[src/rtl/nmos_clk_gen_if.sv]
// Phase-enable bus between the clock generator and its consumers.
// Handshake: run is a level enable and step a request, both sampled on the clock edge; outputs are registered decodes.
interface nmos_clk_gen_if #(
  parameter int CYC_W = 32
);
  logic             run;
  logic             step;
  logic             phi1;
  logic             phi2;
  logic             phi1_stb;
  logic             phi2_stb;
  logic             idle;
  logic [CYC_W-1:0] cyc_cnt;
  logic [2:0]       dbg_state;

  modport master (
    output run, step,
    input  phi1, phi2, phi1_stb, phi2_stb, idle, cyc_cnt, dbg_state
  );

  modport slave (
    input  run, step,
    output phi1, phi2, phi1_stb, phi2_stb, idle, cyc_cnt, dbg_state
  );
endinterface

[src/rtl/nmos_clk_gen.sv]
// Two-phase non-overlapping clock generator: P1 -> G12 -> P2 -> G21 windows derived from main_clk.
// All outputs decode from registered state; a started NMOS cycle always runs through G21.
module nmos_clk_gen #(
  parameter int PHI1_LEN = 2,
  parameter int GAP12    = 1,
  parameter int PHI2_LEN = 2,
  parameter int GAP21    = 1,
  parameter int CYC_W    = 32
) (
  input  logic          main_clk,
  input  logic          main_rst,
  nmos_clk_gen_if.slave bus
);

  if (PHI1_LEN < 1 || GAP12 < 1 || PHI2_LEN < 1 || GAP21 < 1) begin : g_bad_param
    $error("nmos_clk_gen: every phase and gap length must be at least 1");
  end

  localparam int M_A     = (PHI1_LEN > GAP12) ? PHI1_LEN : GAP12;
  localparam int M_B     = (PHI2_LEN > GAP21) ? PHI2_LEN : GAP21;
  localparam int MAX_LEN = (M_A > M_B) ? M_A : M_B;
  localparam int CNT_W   = $clog2(MAX_LEN + 1);

  localparam logic [CNT_W-1:0] L_P1  = CNT_W'(PHI1_LEN - 1);
  localparam logic [CNT_W-1:0] L_G12 = CNT_W'(GAP12 - 1);
  localparam logic [CNT_W-1:0] L_P2  = CNT_W'(PHI2_LEN - 1);
  localparam logic [CNT_W-1:0] L_G21 = CNT_W'(GAP21 - 1);

  typedef enum logic [2:0] {
    HALT = 3'd0,
    P1   = 3'd1,
    G12  = 3'd2,
    P2   = 3'd3,
    G21  = 3'd4
  } state_t;

  state_t           r_state;
  logic [CNT_W-1:0] r_sub;   // cycles remaining in the current state, minus one
  logic [CYC_W-1:0] r_cyc;

  state_t           w_state_nxt;
  logic [CNT_W-1:0] w_sub_nxt;
  logic [CYC_W-1:0] w_cyc_nxt;
  logic             w_last;

  always_ff @(posedge main_clk) begin
    if (main_rst) begin
      r_state <= HALT;
      r_sub   <= '0;
      r_cyc   <= '0;
    end else begin
      r_state <= w_state_nxt;
      r_sub   <= w_sub_nxt;
      r_cyc   <= w_cyc_nxt;
    end
  end

  always_comb begin
    w_state_nxt = r_state;
    w_sub_nxt   = r_sub;
    w_cyc_nxt   = r_cyc;
    w_last      = (r_sub == '0);
    if (r_state != HALT && !w_last) begin
      w_sub_nxt = r_sub - 1'b1;
    end else begin
      case (r_state)
        HALT: begin
          // step while halted behaves like a one-cycle run; it is only looked at here
          if (bus.run || bus.step) begin
            w_state_nxt = P1;
            w_sub_nxt   = L_P1;
          end
        end
        P1: begin
          w_state_nxt = G12;
          w_sub_nxt   = L_G12;
        end
        G12: begin
          w_state_nxt = P2;
          w_sub_nxt   = L_P2;
        end
        P2: begin
          w_state_nxt = G21;
          w_sub_nxt   = L_G21;
        end
        G21: begin
          w_cyc_nxt = r_cyc + CYC_W'(1);
          if (bus.run) begin
            w_state_nxt = P1;
            w_sub_nxt   = L_P1;
          end else begin
            w_state_nxt = HALT;
            w_sub_nxt   = '0;
          end
        end
        default: begin
          w_state_nxt = HALT;
          w_sub_nxt   = '0;
        end
      endcase
    end
  end

  assign bus.phi1      = (r_state == P1);
  assign bus.phi2      = (r_state == P2);
  assign bus.phi1_stb  = (r_state == P1) && (r_sub == L_P1);
  assign bus.phi2_stb  = (r_state == P2) && (r_sub == L_P2);
  assign bus.idle      = (r_state == HALT);
  assign bus.cyc_cnt   = r_cyc;
  assign bus.dbg_state = r_state;

endmodule

[src/flat_wrapper.sv]
// flat-port wrapper written by rule: the top's interface ports become plain ports
module nmos_clk_gen_flat 
#(
  parameter int PHI1_LEN = 2,
  parameter int GAP12    = 1,
  parameter int PHI2_LEN = 2,
  parameter int GAP21    = 1,
  parameter int CYC_W    = 32
)
  (main_clk, main_rst, bus_run, bus_step, bus_phi1, bus_phi2, bus_phi1_stb, bus_phi2_stb, bus_idle, bus_cyc_cnt, bus_dbg_state);
  nmos_clk_gen_if #(.CYC_W(CYC_W)) bus_i ();
  input  logic main_clk;
  input  logic main_rst;
  input wire logic [$bits(bus_i.run)-1:0] bus_run;
  input wire logic [$bits(bus_i.step)-1:0] bus_step;
  output wire logic [$bits(bus_i.phi1)-1:0] bus_phi1;
  output wire logic [$bits(bus_i.phi2)-1:0] bus_phi2;
  output wire logic [$bits(bus_i.phi1_stb)-1:0] bus_phi1_stb;
  output wire logic [$bits(bus_i.phi2_stb)-1:0] bus_phi2_stb;
  output wire logic [$bits(bus_i.idle)-1:0] bus_idle;
  output wire logic [$bits(bus_i.cyc_cnt)-1:0] bus_cyc_cnt;
  output wire logic [$bits(bus_i.dbg_state)-1:0] bus_dbg_state;
  assign bus_i.run = bus_run;
  assign bus_i.step = bus_step;
  assign bus_phi1 = bus_i.phi1;
  assign bus_phi2 = bus_i.phi2;
  assign bus_phi1_stb = bus_i.phi1_stb;
  assign bus_phi2_stb = bus_i.phi2_stb;
  assign bus_idle = bus_i.idle;
  assign bus_cyc_cnt = bus_i.cyc_cnt;
  assign bus_dbg_state = bus_i.dbg_state;
  nmos_clk_gen #(.PHI1_LEN(PHI1_LEN), .GAP12(GAP12), .PHI2_LEN(PHI2_LEN), .GAP21(GAP21), .CYC_W(CYC_W)) u_core (.main_clk(main_clk), .main_rst(main_rst), .bus(bus_i));
endmodule
[config.mk]
export PLATFORM = sky130hd
export DESIGN_NAME = nmos_clk_gen_flat
export DESIGN_NICKNAME = d
export VERILOG_FILES = /design/src/rtl/nmos_clk_gen_if.sv /design/src/rtl/nmos_clk_gen.sv /design/src/flat_wrapper.sv
export SDC_FILE = /design/constraint.sdc
export NUM_CORES = 1
export LEC_CHECK = 0
export BUFFER_PORTS_ARGS = -buffer_cell sky130_fd_sc_hd__buf_4
export CAP_MARGIN = 5
export CORE_ASPECT_RATIO = 1.5
export CORE_MARGIN = 8
export CORE_UTILIZATION = 35
export CTS_CLUSTER_DIAMETER = 50
export DETAILED_ROUTE_END_ITERATION = 16
export PLACE_DENSITY = 0.6
export SKIP_LAST_GASP = 1
export SYNTH_ARGS = -nofsm -noshare
export SYNTH_HDL_FRONTEND = slang
export SYNTH_SLANG_ARGS = --single-unit
[constraint.sdc]
create_clock -name main_clk -period 3.05 [get_ports main_clk]
set_input_delay 0.305 -clock main_clk [delete_from_list [all_inputs] [get_ports main_clk]]
set_output_delay 0.305 -clock main_clk [all_outputs]
set_load 0.05 [all_outputs]
==> impl_metrics.env <==
export IMPL_status="finished clean"
export IMPL_setup_violations=0
export IMPL_fp_row_count=32
export IMPL_utilization_pct=44.94
export IMPL_first_pass_iters=4
export IMPL_clock_path_buffers=2
export IMPL_r2r_setup_slack_ns=0.61
export IMPL_routed_wl_um=4519
export IMPL_combPwrFrac_pct=25.8
export IMPL_seq_area_sq_um=740.7
export IMPL_final_hold_violation_count=0
export IMPL_cts_resized=0
export IMPL_yosysWarningCount=0
export IMPL_pwr_share_seq_pct=41.3
export IMPL_relSlewSlack_pct=70.93
export IMPL_final_setup_tns_ns=0
export IMPL_syn_num_nets=220
export IMPL_slowest_delay_ns=0.46
export IMPL_maxCapViolations=0
export IMPL_design_area_sq_um=2321
export IMPL_worst_clock_skew_ns=0.01267
export IMPL_async_flop_share_pct=0
export IMPL_placed_area_sq_um=2206
export IMPL_clock_fmax_mhz=410.7
export IMPL_die_h_um=105.9
export IMPL_finalNetCount=259
export IMPL_grt_busiest_layer="met2"
export IMPL_vias=1730
export IMPL_grt_pass1_wl_um=7721
export IMPL_synth_distinct_cells=41
export IMPL_worst_setup_path_type="reg -> reg"
export IMPL_fp_coreArea_sq_um=5165
export IMPL_stdcell_count=321
export IMPL_use_met3_pct=3.146
export IMPL_leakage_nw=0.8533
export IMPL_cts_tree="done"
export IMPL_clkPwrFrac_pct=33.0
export IMPL_post_drt_via_cell_ratio=5.389
export IMPL_swShare_pct=34.19
export IMPL_cts_setup_buffers=0
export IMPL_grt_ovfl_total=0
export IMPL_finalMaxSlewViolations=0
export IMPL_fillers=539
export IMPL_ys_seq_elements=37
export IMPL_grt_antenna_before_repair=0
export IMPL_cp_max_fo=24
export IMPL_cts_htree_levels=2
export IMPL_met2_usage_pct=19.91
export IMPL_worstPathArrival_ns=2.67
export IMPL_syn_to_final_growth_pct=23.17
export IMPL_num_antenna_cells=0
export IMPL_multi_input_area_sq_um=1020
export IMPL_min_period_over_period_pct=79.84
export IMPL_clock_latency_ns=0.29
export IMPL_crit_path_start_kind="register"
export IMPL_synth_edf_count=0
export IMPL_grt_pass1_vias=1640
export IMPL_ant_nets=0
export IMPL_critical_path_required_ns=3.28
export IMPL_ir_worst_vdd_v=0.0002885
export IMPL_min_path_type="in -> reg"
export IMPL_intPower_mw=0.8651
export IMPL_postSynthAreaPerCell_sq_um=8.847
export IMPL_cp_end_kind="register"
export IMPL_layout_drive_gt1_share_pct=23.72
export IMPL_numCtsBuffers=5
export IMPL_grt_start_max_net_pins=39
export IMPL_start_util_pct=36.48
export IMPL_die_area_sq_um=8036
export IMPL_io_buffers=43
export IMPL_fin_crit_ns=2.435
export IMPL_synthFlopType="dfxtp_1"
export IMPL_ctsHoldBuffers=0
export IMPL_tightest_slew_ns=0.4327
export IMPL_synth_cells=213
export IMPL_hpwl_um=3187
export IMPL_p_sw_mw=0.4495
export IMPL_syn_area_sq_um=1884
export IMPL_drc=0
export IMPL_cts_root_buf="clkbuf_8"
export IMPL_io_pins=44
export IMPL_path_clk_slew_ns=0.09
export IMPL_drt_initial_drc_count=89
export IMPL_place_inst=313
export IMPL_powerDensity_nw_per_um2=566.4
export IMPL_routabilityCongestion=0.7503
export IMPL_cp_cell_sequence="inv_1 > ha_1 > and4bb_2 > nand4_4 > buf_4 > or4_1 > a21oi_1"
export IMPL_crit_slowest_cell="or4_1"
export IMPL_cts_sinks=37
export IMPL_synth_seq_area_share_pct=39.31
export IMPL_grt_use_total_pct=11.19
export IMPL_die_w_um=75.91
export IMPL_wire_per_inst_um=14.08
export IMPL_rsz0062_at_grt="false"
export IMPL_met1_usage_pct=12.35
-- cell usage in the layout (no fill, tap or decap), types with 2 or more instances in the layout --
cell type  count
ha_1           3
mux2i_1        2
a311oi_1       2
or4_1         15
clkbuf_8       5
and2_1         4
o31ai_1       16
nor3_1         2
xor2_1         6
mux2_2         2
or3_1          8
a21oi_1       24
nor2b_1        2
nand2_1       10
dfxtp_1       37
o21ai_0        6
nand4_1        9
buf_4         44
inv_1          8
and3_1         4
nor2_1        13
nand3_1        9
xnor2_1        2
and4_1         3
and4_2         2
-- kinds of logic after synthesis --
group / synth area share (%)
muxes: 2.258
adders and majority gates: 1.992
xor gates and xnor gates: 3.719
buffers and inverters: 6.574
and+or+nand+nor: 28.88
DFF: 39.31
AOI/OAI and AO/OA: 17.27
-- state kept, by name, indices dropped and copies added, names as in the netlist --
name                  count
u_core.r_sub              2
u_core.bus.dbg_state      3
u_core.bus.cyc_cnt       32
-- power groups by stage --
stage	sequential, mW	clock [mW]	combinational, mW
finish	0.543	0.433	0.339
global placement	0.553	0	0.340
CTS	0.543	0.445	0.343
detailed placement	0.554	0	0.343
global route	0.548	0.462	0.362
floorplan	0.590	0	0.216
-- worst max-delay path: cells and delay by family (launching register included) --
family,cells,cell delay (ns)
AO/OA/AOI/OAI,1,0.14
AND/OR/NAND/NOR,3,1.22
buffers and inverters,2,0.36
adder cells (fa/ha/maj),1,0.31
flip-flops,1,0.33
-- final timing paths --
path | cells past startpoint | from | endpoint
hold reg to reg | 2 | u_core.bus.cyc_cnt[30] | u_core.bus.cyc_cnt[30]
setup reg to reg | 7 | u_core.r_sub[0] | u_core.bus.cyc_cnt[19]
setup / recovery | 7 | u_core.r_sub[0] | u_core.bus.cyc_cnt[19]
hold / removal | 4 | bus_step | u_core.r_sub[1]
-- per-layer routing --
| metal | wire length, um | part of all wire (%) | vias to the layer above |
|---|---|---|---|
| met2 | 2362 | 52 | 27 |
| met3 | 152 | 3.4 | 4 |
| met4 | 52 | 1.2 | 0 |
| li1 | - | - | 885 |
| met1 | 1951 | 43 | 814 |
| met5 | 0 | 0 | - |
-- through the flow --
step	hold slack [ns]	setup slack [ns]	power, mW
global placement	0.4848	0.6697	0.8931
floorplan	0.4694	0.1812	0.8056
global route	0.4329	0.3926	1.372
finish	0.4028	0.6150	1.315
detailed placement	0.4866	0.6086	0.8971
CTS	0.3947	0.6075	1.331
-- cell type report --
class	instances	share of cell area, %
multi-input combinational	156	43.94
sequential	37	31.91
timing repair buffer	44	14.23
tap	68	3.666
clock buffer	5	2.965
clock inverter	3	1.995
inverter	8	1.294
-- Yosys cell counts (2+ instances only) --
library cell / instances / area [sq um]
a311oi_1: 2 / 17.52
nor2b_1: 2 / 12.51
or4_1: 15 / 112.6
buf_2: 3 / 15.01
nor2_1: 13 / 48.80
clkbuf_8: 2 / 27.53
or3_1: 8 / 50.05
dfxtp_1: 37 / 740.7
mux2i_1: 2 / 20.02
xnor2_1: 2 / 17.52
nand4_1: 9 / 56.30
a21oi_1: 24 / 120.1
clkbuf_1: 3 / 11.26
nor3_1: 2 / 10.01
o21ai_0: 6 / 30.03
and4_2: 2 / 20.02
ha_1: 3 / 37.54
nand3_1: 9 / 45.04
buf_6: 2 / 22.52
mux2_2: 2 / 22.52
o31ai_1: 16 / 120.1
and2_1: 4 / 25.02
inv_1: 8 / 30.03
nand2_1: 10 / 37.54
and3_1: 4 / 25.02
xor2_1: 6 / 52.55
and4_1: 3 / 26.28
Power figures use the tool's default switching activity.
